**src/rtl/alu_ctrl_muldiv_pkg.sv**
```systemverilog
// Shared codes for the ALU control / mul-div sequencer: ALU ops, branch and memory size codes,
// M-extension funct3 values, FSM states and the R-type function decode helper.
package alu_ctrl_pkg;

  typedef enum logic [3:0] {
    ALU_AND  = 4'b0000,
    ALU_OR   = 4'b0001,
    ALU_ADD  = 4'b0010,
    ALU_XOR  = 4'b0011,
    ALU_SLL  = 4'b0100,
    ALU_SLT  = 4'b0101,
    ALU_SUB  = 4'b0110,
    ALU_SLTU = 4'b0111,
    ALU_SRL  = 4'b1000,
    ALU_SRA  = 4'b1001
  } alu_fn_e;

  typedef enum logic [1:0] {
    EQC_NONE = 2'b00,
    EQC_NZ   = 2'b10,
    EQC_Z    = 2'b11
  } eqc_e;

  typedef enum logic [2:0] {
    MEM_NONE = 3'b000,
    MEM_B    = 3'b001,
    MEM_H    = 3'b010,
    MEM_W    = 3'b011,
    MEM_HU   = 3'b100,
    MEM_BU   = 3'b101
  } mem_e;

  localparam logic [2:0] F3_MUL    = 3'b000;
  localparam logic [2:0] F3_MULH   = 3'b001;
  localparam logic [2:0] F3_MULHSU = 3'b010;
  localparam logic [2:0] F3_MULHU  = 3'b011;
  localparam logic [2:0] F3_DIV    = 3'b100;
  localparam logic [2:0] F3_DIVU   = 3'b101;
  localparam logic [2:0] F3_REM    = 3'b110;
  localparam logic [2:0] F3_REMU   = 3'b111;

  localparam logic [6:0] F7_MULDIV = 7'b0000001;

  typedef enum logic [1:0] {
    ST_IDLE,
    ST_MUL,
    ST_DIV,
    ST_DONE
  } md_state_e;

  function automatic alu_fn_e r_fn(input logic f7b5, input logic [2:0] f3);
    alu_fn_e fn;
    case ({f7b5, f3})
      4'b0000: fn = ALU_ADD;
      4'b1000: fn = ALU_SUB;
      4'b0001: fn = ALU_SLL;
      4'b0010: fn = ALU_SLT;
      4'b0011: fn = ALU_SLTU;
      4'b0100: fn = ALU_XOR;
      4'b0101: fn = ALU_SRL;
      4'b1101: fn = ALU_SRA;
      4'b0110: fn = ALU_OR;
      4'b0111: fn = ALU_AND;
      default: fn = ALU_ADD;
    endcase
    return fn;
  endfunction

endpackage

```
**src/rtl/alu_ctrl_muldiv_if.sv**
```systemverilog
// Decoder-side bundle: instruction fields and operands in, ALU/branch/memory codes and
// mul-div handshake out.
interface alu_ctrl_muldiv_if #(parameter int XLEN = 32);
  logic            ALU_En;
  logic            op_valid;
  logic [1:0]      alu_op;
  logic [2:0]      funct3;
  logic [6:0]      funct7;
  logic [XLEN-1:0] rs1_val;
  logic [XLEN-1:0] rs2_val;
  logic            flush;
  logic [3:0]      out_to_alu;
  logic [1:0]      equal_comp;
  logic [2:0]      mem;
  logic            md_busy;
  logic            md_done;
  logic [XLEN-1:0] md_result;

  modport master (
    output ALU_En, op_valid, alu_op, funct3, funct7, rs1_val, rs2_val, flush,
    input  out_to_alu, equal_comp, mem, md_busy, md_done, md_result
  );

  modport slave (
    input  ALU_En, op_valid, alu_op, funct3, funct7, rs1_val, rs2_val, flush,
    output out_to_alu, equal_comp, mem, md_busy, md_done, md_result
  );
endinterface

```
**src/rtl/alu_ctrl_muldiv_iter.sv**
```systemverilog
// Iterative unsigned datapath: shift-add multiply / restoring divide on magnitudes,
// MD_UNROLL bits per step, with a down-counting step counter.
module muldiv_iter #(
  parameter int XLEN      = 32,
  parameter int MD_UNROLL = 1
) (
  input  logic              clk,
  input  logic              rst_n,
  input  logic              start_i,
  input  logic              step_i,
  input  logic              is_div_i,
  input  logic [XLEN-1:0]   a_i,
  input  logic [XLEN-1:0]   b_i,
  output logic [2*XLEN-1:0] acc_nxt_o,
  output logic              last_o
);

  localparam int N  = XLEN / MD_UNROLL;
  localparam int CW = $clog2(N + 1);

  // acc holds {high product, multiplier} for MUL and {remainder, quotient} for DIV
  logic [2*XLEN-1:0] acc_q, acc_d;
  logic [XLEN-1:0]   b_q;
  logic [CW-1:0]     cnt_q;
  logic [XLEN:0]     part;

  always_comb begin
    acc_d = acc_q;
    part  = '0;
    for (int i = 0; i < MD_UNROLL; i++) begin
      if (is_div_i) begin
        part = {acc_d[2*XLEN-1:XLEN], acc_d[XLEN-1]};
        if (part >= {1'b0, b_q}) begin
          part  = part - {1'b0, b_q};
          acc_d = {part[XLEN-1:0], acc_d[XLEN-2:0], 1'b1};
        end else begin
          acc_d = {part[XLEN-1:0], acc_d[XLEN-2:0], 1'b0};
        end
      end else begin
        part  = {1'b0, acc_d[2*XLEN-1:XLEN]} + (acc_d[0] ? {1'b0, b_q} : {(XLEN+1){1'b0}});
        acc_d = {part, acc_d[XLEN-1:1]};
      end
    end
  end

  always_ff @(posedge clk or negedge rst_n) begin
    if (!rst_n) begin
      acc_q <= '0;
      b_q   <= '0;
      cnt_q <= '0;
    end else if (start_i) begin
      acc_q <= {{XLEN{1'b0}}, a_i};
      b_q   <= b_i;
      cnt_q <= CW'(N);
    end else if (step_i) begin
      acc_q <= acc_d;
      cnt_q <= cnt_q - CW'(1);
    end
  end

  assign acc_nxt_o = acc_d;
  assign last_o    = (cnt_q == CW'(1));

endmodule

```
**src/rtl/alu_ctrl_muldiv.sv**
```systemverilog
// ALU control decode plus RV32M sequencer that stalls the core while an M op computes.
// state   | meaning
// IDLE    | decode only; accepts an M op (busy this cycle)
// MUL/DIV | iterating, busy
// DONE    | md_done pulse, md_result valid, back to IDLE
module alu_ctrl_muldiv
  import alu_ctrl_pkg::*;
#(
  parameter int XLEN      = 32,
  parameter int MD_UNROLL = 1,
  parameter int EN_M      = 1
) (
  input logic               clk,
  input logic               rst_n,
  alu_ctrl_muldiv_if.slave  bus
);

  localparam logic [XLEN-1:0] XMIN = {1'b1, {(XLEN-1){1'b0}}};

  md_state_e         state_q;
  logic              md_done_q;
  logic [XLEN-1:0]   md_result_q;
  logic [2:0]        f3_q;
  logic              a_neg_q, b_neg_q;

  logic              m_op, accept, step, iter_last;
  logic [2*XLEN-1:0] acc_nxt;
  logic              a_sgn, b_sgn, a_neg, b_neg, div_zero, div_ovf;
  logic [XLEN-1:0]   a_mag, b_mag, special_res, fix_res;
  logic [2*XLEN-1:0] prod_s;
  logic [XLEN-1:0]   q_s, r_s;
  alu_fn_e           alu_fn;
  eqc_e              eqc;
  mem_e              mem_sz;

  assign m_op   = (EN_M != 0) && !bus.ALU_En && bus.op_valid &&
                  (bus.alu_op == 2'b00) && (bus.funct7 == F7_MULDIV);
  assign accept = (state_q == ST_IDLE) && m_op && !bus.flush;
  assign step   = ((state_q == ST_MUL) || (state_q == ST_DIV)) && !bus.flush;

  always_comb begin
    alu_fn = ALU_ADD;
    eqc    = EQC_NONE;
    mem_sz = MEM_NONE;
    if (!bus.ALU_En && !m_op) begin
      case (bus.alu_op)
        2'b00: alu_fn = r_fn(bus.funct7[5], bus.funct3);
        2'b01: alu_fn = r_fn((bus.funct3 == 3'b101) && bus.funct7[5], bus.funct3);
        2'b10: begin
          case (bus.funct3)
            3'b000:  mem_sz = MEM_B;
            3'b001:  mem_sz = MEM_H;
            3'b010:  mem_sz = MEM_W;
            3'b100:  mem_sz = MEM_BU;
            3'b101:  mem_sz = MEM_HU;
            default: mem_sz = MEM_NONE;
          endcase
        end
        default: begin
          case (bus.funct3)
            3'b000:  begin alu_fn = ALU_XOR;  eqc = EQC_Z;  end
            3'b001:  begin alu_fn = ALU_XOR;  eqc = EQC_NZ; end
            3'b100:  begin alu_fn = ALU_SLT;  eqc = EQC_Z;  end
            3'b101:  begin alu_fn = ALU_SLT;  eqc = EQC_NZ; end
            3'b110:  begin alu_fn = ALU_SLTU; eqc = EQC_Z;  end
            3'b111:  begin alu_fn = ALU_SLTU; eqc = EQC_NZ; end
            default: begin alu_fn = ALU_ADD;  eqc = EQC_NONE; end
          endcase
        end
      endcase
    end
  end

  // Operand magnitudes and the cases that finish without iterating
  always_comb begin
    a_sgn    = (bus.funct3 != F3_MULHU) && (bus.funct3 != F3_DIVU) && (bus.funct3 != F3_REMU);
    b_sgn    = (bus.funct3 == F3_MUL) || (bus.funct3 == F3_MULH) ||
               (bus.funct3 == F3_DIV) || (bus.funct3 == F3_REM);
    a_neg    = a_sgn && bus.rs1_val[XLEN-1];
    b_neg    = b_sgn && bus.rs2_val[XLEN-1];
    a_mag    = a_neg ? -bus.rs1_val : bus.rs1_val;
    b_mag    = b_neg ? -bus.rs2_val : bus.rs2_val;
    div_zero = bus.funct3[2] && (bus.rs2_val == '0);
    div_ovf  = bus.funct3[2] && !bus.funct3[0] && (bus.rs1_val == XMIN) && (bus.rs2_val == '1);
    if (div_zero) special_res = bus.funct3[1] ? bus.rs1_val : '1;
    else          special_res = bus.funct3[1] ? '0 : XMIN;
  end

  always_comb begin
    prod_s  = (a_neg_q ^ b_neg_q) ? -acc_nxt : acc_nxt;
    q_s     = (a_neg_q ^ b_neg_q) ? -acc_nxt[XLEN-1:0] : acc_nxt[XLEN-1:0];
    r_s     = a_neg_q ? -acc_nxt[2*XLEN-1:XLEN] : acc_nxt[2*XLEN-1:XLEN];
    if (state_q == ST_DIV) fix_res = f3_q[1] ? r_s : q_s;
    else                   fix_res = (f3_q == F3_MUL) ? prod_s[XLEN-1:0] : prod_s[2*XLEN-1:XLEN];
  end

  muldiv_iter #(
    .XLEN      (XLEN),
    .MD_UNROLL (MD_UNROLL)
  ) u_iter (
    .clk       (clk),
    .rst_n     (rst_n),
    .start_i   (accept),
    .step_i    (step),
    .is_div_i  (state_q == ST_DIV),
    .a_i       (a_mag),
    .b_i       (b_mag),
    .acc_nxt_o (acc_nxt),
    .last_o    (iter_last)
  );

  always_ff @(posedge clk or negedge rst_n) begin
    if (!rst_n) begin
      state_q     <= ST_IDLE;
      md_done_q   <= 1'b0;
      md_result_q <= '0;
      f3_q        <= '0;
      a_neg_q     <= 1'b0;
      b_neg_q     <= 1'b0;
    end else begin
      md_done_q <= 1'b0;
      if (bus.flush) begin
        state_q <= ST_IDLE;
      end else begin
        case (state_q)
          ST_IDLE: begin
            if (m_op) begin
              f3_q    <= bus.funct3;
              a_neg_q <= a_neg;
              b_neg_q <= b_neg;
              if (div_zero || div_ovf) begin
                md_result_q <= special_res;
                md_done_q   <= 1'b1;
                state_q     <= ST_DONE;
              end else begin
                state_q <= bus.funct3[2] ? ST_DIV : ST_MUL;
              end
            end
          end
          ST_MUL, ST_DIV: begin
            if (iter_last) begin
              md_result_q <= fix_res;
              md_done_q   <= 1'b1;
              state_q     <= ST_DONE;
            end
          end
          default: state_q <= ST_IDLE;
        endcase
      end
    end
  end

  assign bus.out_to_alu = alu_fn;
  assign bus.equal_comp = eqc;
  assign bus.mem        = mem_sz;
  assign bus.md_busy    = accept || (state_q == ST_MUL) || (state_q == ST_DIV);
  assign bus.md_done    = md_done_q;
  assign bus.md_result  = md_result_q;

endmodule

```
**src/flat_wrapper.sv**
```systemverilog
// flat-port wrapper written by rule: the top's interface ports become plain ports
module alu_ctrl_muldiv_flat import alu_ctrl_pkg::*;
#(
  parameter int XLEN      = 32,
  parameter int MD_UNROLL = 1,
  parameter int EN_M      = 1
)
  (clk, rst_n, bus_ALU_En, bus_op_valid, bus_alu_op, bus_funct3, bus_funct7, bus_rs1_val, bus_rs2_val, bus_flush, bus_out_to_alu, bus_equal_comp, bus_mem, bus_md_busy, bus_md_done, bus_md_result);
  alu_ctrl_muldiv_if #(.XLEN(XLEN)) bus_i ();
  input logic clk;
  input logic rst_n;
  input wire logic [$bits(bus_i.ALU_En)-1:0] bus_ALU_En;
  input wire logic [$bits(bus_i.op_valid)-1:0] bus_op_valid;
  input wire logic [$bits(bus_i.alu_op)-1:0] bus_alu_op;
  input wire logic [$bits(bus_i.funct3)-1:0] bus_funct3;
  input wire logic [$bits(bus_i.funct7)-1:0] bus_funct7;
  input wire logic [$bits(bus_i.rs1_val)-1:0] bus_rs1_val;
  input wire logic [$bits(bus_i.rs2_val)-1:0] bus_rs2_val;
  input wire logic [$bits(bus_i.flush)-1:0] bus_flush;
  output wire logic [$bits(bus_i.out_to_alu)-1:0] bus_out_to_alu;
  output wire logic [$bits(bus_i.equal_comp)-1:0] bus_equal_comp;
  output wire logic [$bits(bus_i.mem)-1:0] bus_mem;
  output wire logic [$bits(bus_i.md_busy)-1:0] bus_md_busy;
  output wire logic [$bits(bus_i.md_done)-1:0] bus_md_done;
  output wire logic [$bits(bus_i.md_result)-1:0] bus_md_result;
  assign bus_i.ALU_En = bus_ALU_En;
  assign bus_i.op_valid = bus_op_valid;
  assign bus_i.alu_op = bus_alu_op;
  assign bus_i.funct3 = bus_funct3;
  assign bus_i.funct7 = bus_funct7;
  assign bus_i.rs1_val = bus_rs1_val;
  assign bus_i.rs2_val = bus_rs2_val;
  assign bus_i.flush = bus_flush;
  assign bus_out_to_alu = bus_i.out_to_alu;
  assign bus_equal_comp = bus_i.equal_comp;
  assign bus_mem = bus_i.mem;
  assign bus_md_busy = bus_i.md_busy;
  assign bus_md_done = bus_i.md_done;
  assign bus_md_result = bus_i.md_result;
  alu_ctrl_muldiv #(.XLEN(XLEN), .MD_UNROLL(MD_UNROLL), .EN_M(EN_M)) u_core (.clk(clk), .rst_n(rst_n), .bus(bus_i));
endmodule
```
**config.mk**
```make
export PLATFORM = sky130hd
export DESIGN_NAME = alu_ctrl_muldiv_flat
export DESIGN_NICKNAME = d
export VERILOG_FILES = /design/src/rtl/alu_ctrl_muldiv_pkg.sv /design/src/rtl/alu_ctrl_muldiv_if.sv /design/src/rtl/alu_ctrl_muldiv_iter.sv /design/src/rtl/alu_ctrl_muldiv.sv /design/src/flat_wrapper.sv
export SDC_FILE = /design/constraint.sdc
export NUM_CORES = 1
export LEC_CHECK = 0
export ABC_AREA = 1
export ABC_CLOCK_PERIOD_IN_PS = 4600
export CAP_MARGIN = 20
export CORE_UTILIZATION = 25
export CTS_CLUSTER_DIAMETER = 60
export DETAILED_ROUTE_END_ITERATION = 8
export SLEW_MARGIN = 20
export SYNTH_ARGS = -nofsm -noshare
export SYNTH_HDL_FRONTEND = slang
export SYNTH_HIERARCHICAL = 1
export SYNTH_SLANG_ARGS = --single-unit
```
**constraint.sdc**
```tcl
create_clock -name clk -period 4.6 [get_ports clk]
set_input_delay 0.92 -clock clk [delete_from_list [all_inputs] [get_ports clk]]
set_output_delay 0.92 -clock clk [all_outputs]
set_load 0.03 [all_outputs]
```
==> metrics.yaml, run 1 <==
antenna_cells: 0
p_leak_uw: 0.0114
critPathRequiredTime_ns: 4.96
vias_per_cell: 4.88
detail_route.wl_per_cell_microns: 17.3
dp.cells: 4462
drive_gt1_share_pct: 6.01
clk_pin_slew_ns: 0.07
p_int_uw: 3310
r2r_setup_slack_ns: 0.28
path_delay_family: "simple AND/OR/NAND/NOR gates"
max_slew_margin_pct: 13.0
cts_hold_buf: 0
port_buffers: 123
num_vias: 21900
swShare_pct: 46.9
path_cells: "ha_1, nand2_1, nor2_1, nand2_1, nor2_1, nand2_2, nor2_4, nor2_4, buf_4, nand4_1, nand3_2, nor2_1, nand2_1, nor2_1, nand2_1, nand2_1, xor2_1, nand2_1, nand3_1, nand2_1, inv_1, nand2_1, nand2_1, nand2_1"
initial_utilization_pct: 25.4
ios: 124
cts_buffers: 17
root_buffer: "clkbuf_16"
cts_tree: "yes"
coreArea_sq_um: 74800
die_x_microns: 278
ir_drop_uv: 232
grt_max_degree: 73
setup_viol: 0
final-max-slew-violation-count: 0
hold_class: "primary input to async pin"
gp_congestion: 0.977
rsz0062_at_grt: "no"
fin_setup_tns_ns: 0
cp-end-kind: "flip-flop"
crit_cells: 24
die_h_microns: 278
yosysUniqueCellTypes: 52
clkPwrFrac_pct: 25.3
r2r-start: "u_core/u_iter/acc_q[37]"
outcome: "completed"
worst_slew_pin_slew_ns: 1.29
final_nets: 3681
area_growth_pct: 16.7
switchingPower_uw: 2920
startpoint: "u_core/u_iter/acc_q[37]"
antenna_found_initial: 0
synthMuxAreaShare_pct: 0
crit_path_frequent_cell: "nand2_1"
slowest_delay_ns: 0.45
synthXorXnorAreaFrac_pct: 4.57
r2r_end: "u_core/bus.md_result[11]"
grt_pass1_wl_microns: 120000
startpoint_type: "flip-flop"
drv_cap: 0
syn-num-nets: 3583
grt-ovfl-total: 0
max_freq_ghz: 0.231
stdcell_count: 4498
power_uw: 6230
dieArea_sq_um: 77100
synthSimpleGateAreaFrac_pct: 49.2
pwr-share-comb_pct: 52.6
power_frac_seq_pct: 22.1
clockBufferDepth: 2
syn_area_per_cell_sq_um: 5.55
synth-seq-cells: 142
worst_path_max_delay_cell: "dfrtp_1"
fin_util_pct: 29.6
cts.sinks: 142
fin_crit_sh_pct: 94.0
place_hpwl_microns: 63400
clkLatencyLatePin_ns: 0.47
syn_area_sq_um: 19000
synth-compound-area-share_pct: 9.57
yosysSeqAreaShare_pct: 18.7
drc: 0
grt.total_usage_pct: 20.0
fin_crit_ns: 4.32
criticalPathCategory: "flip-flop to flip-flop"
netlist_instances: 3419
drt_iter0_markers: 2157
synth_top_family_by_area: "simple AND/OR/NAND/NOR gates"
std_cell_rows: 100
powerDensity_nw_per_um2: 281
crit_buf_inv: 2
antenna_left: 0
reg2reg_depth: 24
fin_skew_ns: 0.0133
htree_levels: 4
grt_pass1_vias: 20400
wl_microns: 77800
crit_arrival_ns: 4.69
synth-adder-area-share_pct: 5.55
final_hold_viol_count: 0
yosys_warnings: 6
crit_fanout: 9
whs_ns: 0.440
dr.pass1.iters: 6
endpoint: "u_core/bus.md_result[11]"
-- through the flow --
stage          instance area (sq um)  setup WS, ns
2_1_floorplan                  19000          1.05
3_3_place_gp                   21400         0.290
3_5_place_dp                   21400         0.300
4_1_cts                        22100         0.266
5_1_grt                        22200        0.0136
6_report                       22200         0.276
-- worst min path at each step --
stage | from | endpoint | slack (ns) | cells after the start
global placement | u_core/bus.md_result[7] | u_core/bus.md_result[7] | 0.46 | 2
CTS | u_core/bus.md_result[9] | u_core/bus.md_result[9] | 0.49 | 2
detailed placement | u_core/bus.md_result[1] | u_core/bus.md_result[1] | 0.47 | 2
finish | rst_n | u_core/bus.md_result[20] | 0.44 | 1
floorplan | u_core/u_iter/cnt_q[5] | u_core/u_iter/cnt_q[5] | 0.46 | 1
global route | rst_n | u_core/bus.md_result[20] | 0.50 | 1
-- sequential cells by signal (all words and copies together), names as in the netlist --
name	cells
u_core/b_neg_q	1
u_core/bus.md_done	1
u_core/u_iter/cnt_q	6
u_core/bus.md_result	32
u_core/u_iter/b_q	32
u_core/u_iter/acc_q	64
u_core/a_neg_q	1
u_core/f3_q	3
u_core/state_q	2
-- timing repair --
action / 4_1_cts / 5_1_grt
setup endpoints to repair: 0 / 17
resized for setup: 0 / 16
buffers inserted: 0 / 4
-- worst register-to-register path: stages, from the launching register on --
cell	delay (ns)
dfrtp_1	0.45
ha_1	0.40
nand2_1	0.13
nor2_1	0.31
nand2_1	0.16
nor2_1	0.16
nand2_2	0.08
nor2_4	0.10
nor2_4	0.07
buf_4	0.18
nand4_1	0.11
nand3_2	0.20
nor2_1	0.41
nand2_1	0.20
nor2_1	0.29
nand2_1	0.08
nand2_1	0.15
xor2_1	0.16
nand2_1	0.11
nand3_1	0.12
nand2_1	0.05
inv_1	0.06
nand2_1	0.07
nand2_1	0.10
nand2_1	0.05
-- cell families (layout without fill, tap and decap cells) --
family          Yosys count  count (layout)
xor+xnor                 99              99
flops                   142             142
simple gates           2173            2173
buf+inv                 595             705
compound gates          327             327
fa+ha+maj                83              83
-- metal layers --
layer  vias up  global-route usage, %  share of wire (%)
li1      11000                      -                  -
met1     10100                   27.5                 46
met2       793                   31.7                 45
met3       116                   2.78                6.3
met4         0                   7.08                3.4
met5         -                      0                  0
-- layout make-up --
cell class,count,area [sq um]
Clock inverter,13,214
Sequential cell,142,3550
Tap cell,969,1210
Fill cell,8511,52700
Clock buffer,18,429
Inverter,484,1820
Multi-Input combinational cell,2682,13200
Timing Repair Buffer,190,1780
-- power by group through the flow --
stage | registers [uW] | logic, uW | clock network (uW)
3_5_place_dp | 1400 | 3160 | 0
2_1_floorplan | 1380 | 2050 | 0
4_1_cts | 1380 | 3180 | 1610
3_3_place_gp | 1400 | 3170 | 0
6_report | 1380 | 3280 | 1580
5_1_grt | 1380 | 3590 | 1660
-- synthesized netlist by cell type, drive strengths merged --
cell     instances  area share (%)
a21oi           85             2.3
a21boi           1           0.040
or2             21            0.69
a31oi            5            0.16
a21o             5            0.20
o21bai           8            0.32
nand2         1261              25
o21a             3            0.12
buf             51             1.6
and3             3           0.099
inv            483             9.5
o2111ai          1           0.046
o31ai            2           0.079
fa               2            0.21
dfrtp          142              19
and2            31             1.0
clkbuf          60             1.2
a32o             1           0.053
nand4           49             1.6
o211ai          39             1.5
xor2            77             3.6
o22ai            4            0.13
nand3          382              11
o2bb2ai          1           0.046
nor3            34             1.1
clkinv           1           0.020
ha              81             5.3
nor4             8            0.26
nand3b          19            0.77
xnor2           22             1.0
nor2           363             7.5
nor3b            2            0.11
o21ai          172             4.6
-- layout by cell type (no fill, tap or decap), types with 4 or more instances in the layout --
cell type | netlist | layout
nor3_4 | 2 | 4
bufinv_16 | 0 | 5
o211ai_1 | 39 | 39
buf_12 | 0 | 5
o21ai_1 | 2 | 5
inv_1 | 476 | 475
xnor2_1 | 22 | 22
nor3_2 | 5 | 5
nor2_4 | 3 | 4
or2_2 | 19 | 19
and2_1 | 31 | 29
inv_2 | 7 | 8
nand3b_1 | 18 | 18
a31oi_1 | 5 | 5
nor2_1 | 347 | 341
nand4_1 | 49 | 49
dfrtp_1 | 142 | 142
nand2_1 | 1255 | 1253
nand3_1 | 350 | 350
o21ai_0 | 168 | 165
ha_1 | 81 | 80
clkdlybuf4s50_1 | 0 | 117
xor2_1 | 77 | 77
a21oi_1 | 84 | 82
nand3_2 | 32 | 32
o21bai_1 | 8 | 8
buf_4 | 7 | 66
a21o_1 | 5 | 5
nor4_1 | 8 | 8
clkbuf_16 | 0 | 17
nand2_2 | 3 | 5
nor2_2 | 13 | 18
nor3_1 | 27 | 25
o22ai_1 | 4 | 4
Power figures use the tool's default switching activity.
==> inputs of run 2 (changes only) <==
--- a/config.mk
+++ b/config.mk
@@ -11,7 +11,6 @@
 export CORE_UTILIZATION = 25
 export CTS_CLUSTER_DIAMETER = 60
 export DETAILED_ROUTE_END_ITERATION = 8
-export SLEW_MARGIN = 20
 export SYNTH_ARGS = -nofsm -noshare
 export SYNTH_HDL_FRONTEND = slang
 export SYNTH_HIERARCHICAL = 1
==> metrics.yaml, run 2 (synthesis gave the netlist of run 1 again) <==
grt_pass1_vias: 20400  # unchanged
antenna_left: 0  # unchanged
crit_buf_inv: 1  # -1
worst_path_max_delay_cell: "dfrtp_1"
fin_area_sq_um: 22200  # unchanged
clkLatencyLatePin_ns: 0.48  # about the same
r2r-start: "u_core/u_iter/acc_q[37]"
wl_microns: 77800  # about the same
clk_pin_slew_ns: 0.07  # about the same
path_cells: "ha_1, nand2_1, nor2_1, nand2_1, nor2_1, nand2_2, nor2_4, nor2_4, buf_4, nand4_1, nand3_2, nor2_1, nand2_1, nor2_1, nand2_1, nand2_1, o211ai_1, nand3_1, nand3_1, nand3_1, nand2_1, nand2_1"
die_h_microns: 278  # unchanged
critPathRequiredTime_ns: 5.01  # +0.05 ns
ios: 124  # unchanged
std_cell_rows: 100  # unchanged
hold_class: "primary input to async pin"
slowest_delay_ns: 0.45  # about the same
initial_utilization_pct: 25.4  # unchanged
num_vias: 22000  # +0.21%
coreArea_sq_um: 74800  # unchanged
cts_buffers: 17  # unchanged
grt_max_degree: 73  # unchanged
crit_fanout: 9  # unchanged
area_growth_pct: 16.7  # unchanged
crit_path_frequent_cell: "nand2_1"
drive_gt1_share_pct: 6.01  # unchanged
final-max-slew-violation-count: 0  # unchanged
fin_crit_sh_pct: 93.7  # -0.28 points
dieArea_sq_um: 77100  # unchanged
max_freq_ghz: 0.232  # +0.30%
drv_cap: 0  # unchanged
die_x_microns: 278  # unchanged
htree_levels: 4  # unchanged
place_area_sq_um: 21400  # unchanged
final_nets: 3681  # unchanged
drt_iter0_markers: 2188  # +1.4%
port_buffers: 123  # unchanged
clockBufferDepth: 2  # unchanged
place_hpwl_microns: 63400  # unchanged
whs_ns: 0.434  # -0.00591 ns
path_delay_family: "simple AND/OR/NAND/NOR gates"
ir_drop_uv: 234  # +0.57%
cts.sinks: 142  # unchanged
criticalPathCategory: "flip-flop to flip-flop"
detail_route.wl_per_cell_microns: 17.3  # about the same
layout_common_cells: "nand2_1, inv_1, nand3_1, nor2_1, o21ai_0"
grt_pass1_wl_microns: 120000  # unchanged
cp-end-kind: "flip-flop"
root_buffer: "clkbuf_16"
mostFrequentLayoutCell: "nand2_1"
largest_reg_flops: 64  # unchanged
antenna_found_initial: 0  # unchanged
worst_slew_pin_slew_ns: 1.24  # -0.0479 ns
gp_congestion: 0.977  # unchanged
dr.pass1.iters: 7  # +1
grt-ovfl-total: 0  # unchanged
crit_arrival_ns: 4.72  # +0.03 ns
drc: 0  # unchanged
vias_per_cell: 4.89  # +0.21%
top_register: "u_core/u_iter/acc_q"
setup_viol: 0  # unchanged
grt.total_usage_pct: 20.0  # unchanged
fin_setup_tns_ns: 0  # unchanged
final_hold_viol_count: 0  # unchanged
outcome: "completed"
rsz0062_at_grt: "no"
startpoint: "u_core/u_iter/acc_q[37]"
cts_tree: "yes"
max_slew_margin_pct: 16.2  # +3.2 points
fin_skew_ns: 0.0157  # +0.00234 ns
antenna_cells: 0  # unchanged
p_leak_uw: 0.0114  # unchanged
fin_crit_ns: 4.31  # -0.0128 ns
powerDensity_nw_per_um2: 281  # about the same
startpoint_type: "flip-flop"
[run 2: area by class of cell]
type / count / area (sq um)
repair buffers: 190 / 1780
clock inverters: 13 / 214
multi-input cells: 2682 / 13200
inverters: 484 / 1820
flip-flops and latches: 142 / 3550
fillers: 8510 / 52700
clock buffers: 18 / 429
well taps: 969 / 1210
[run 2: layer usage]
layer	up-vias	share of wire [%]	global-route usage [%]
li1	11000	-	-
met1	10100	45	27.5
met2	801	45	31.7
met3	116	6.7	2.78
met4	0	3.4	7.08
met5	-	0	0
[run 2: power breakdown]
part           internal [uW]  switching (uW)
combinational           1030            2250
sequential              1320            53.5
clock                    962             620
[run 2: final timing paths]
kind / endpoint / slack [ns] / cells after the start
min in group clk: u_core/bus.md_result[26] / 0.49 / 2
min reg2reg: u_core/bus.md_result[26] / 0.49 / 2
max: u_core/bus.md_result[19] / 0.29 / 22
min: u_core/bus.md_result[20] / 0.43 / 1
max reg2reg: u_core/bus.md_result[19] / 0.29 / 22
max in group asynchronous: u_core/u_iter/acc_q[40] / 3.19 / 2
[run 2: through the flow]
stage	power, uW	cells	setup WS (ns)	util (%)
floorplan	3430	3419	1.05	-
global placement	4570	4462	0.290	28.7
detailed placement	4560	4462	0.300	28.7
CTS	6170	4493	0.266	29.5
global route	6640	4498	0.0136	29.6
finish	6230	4498	0.289	29.6
[run 2: what timing repair did]
| action | in CTS | in global routing |
|---|---|---|
| endpoints found under the setup margin | 0 | 17 |
| resized for setup | 0 | 16 |
| hold buffers | 0 | 0 |
| setup buffers | 0 | 4 |
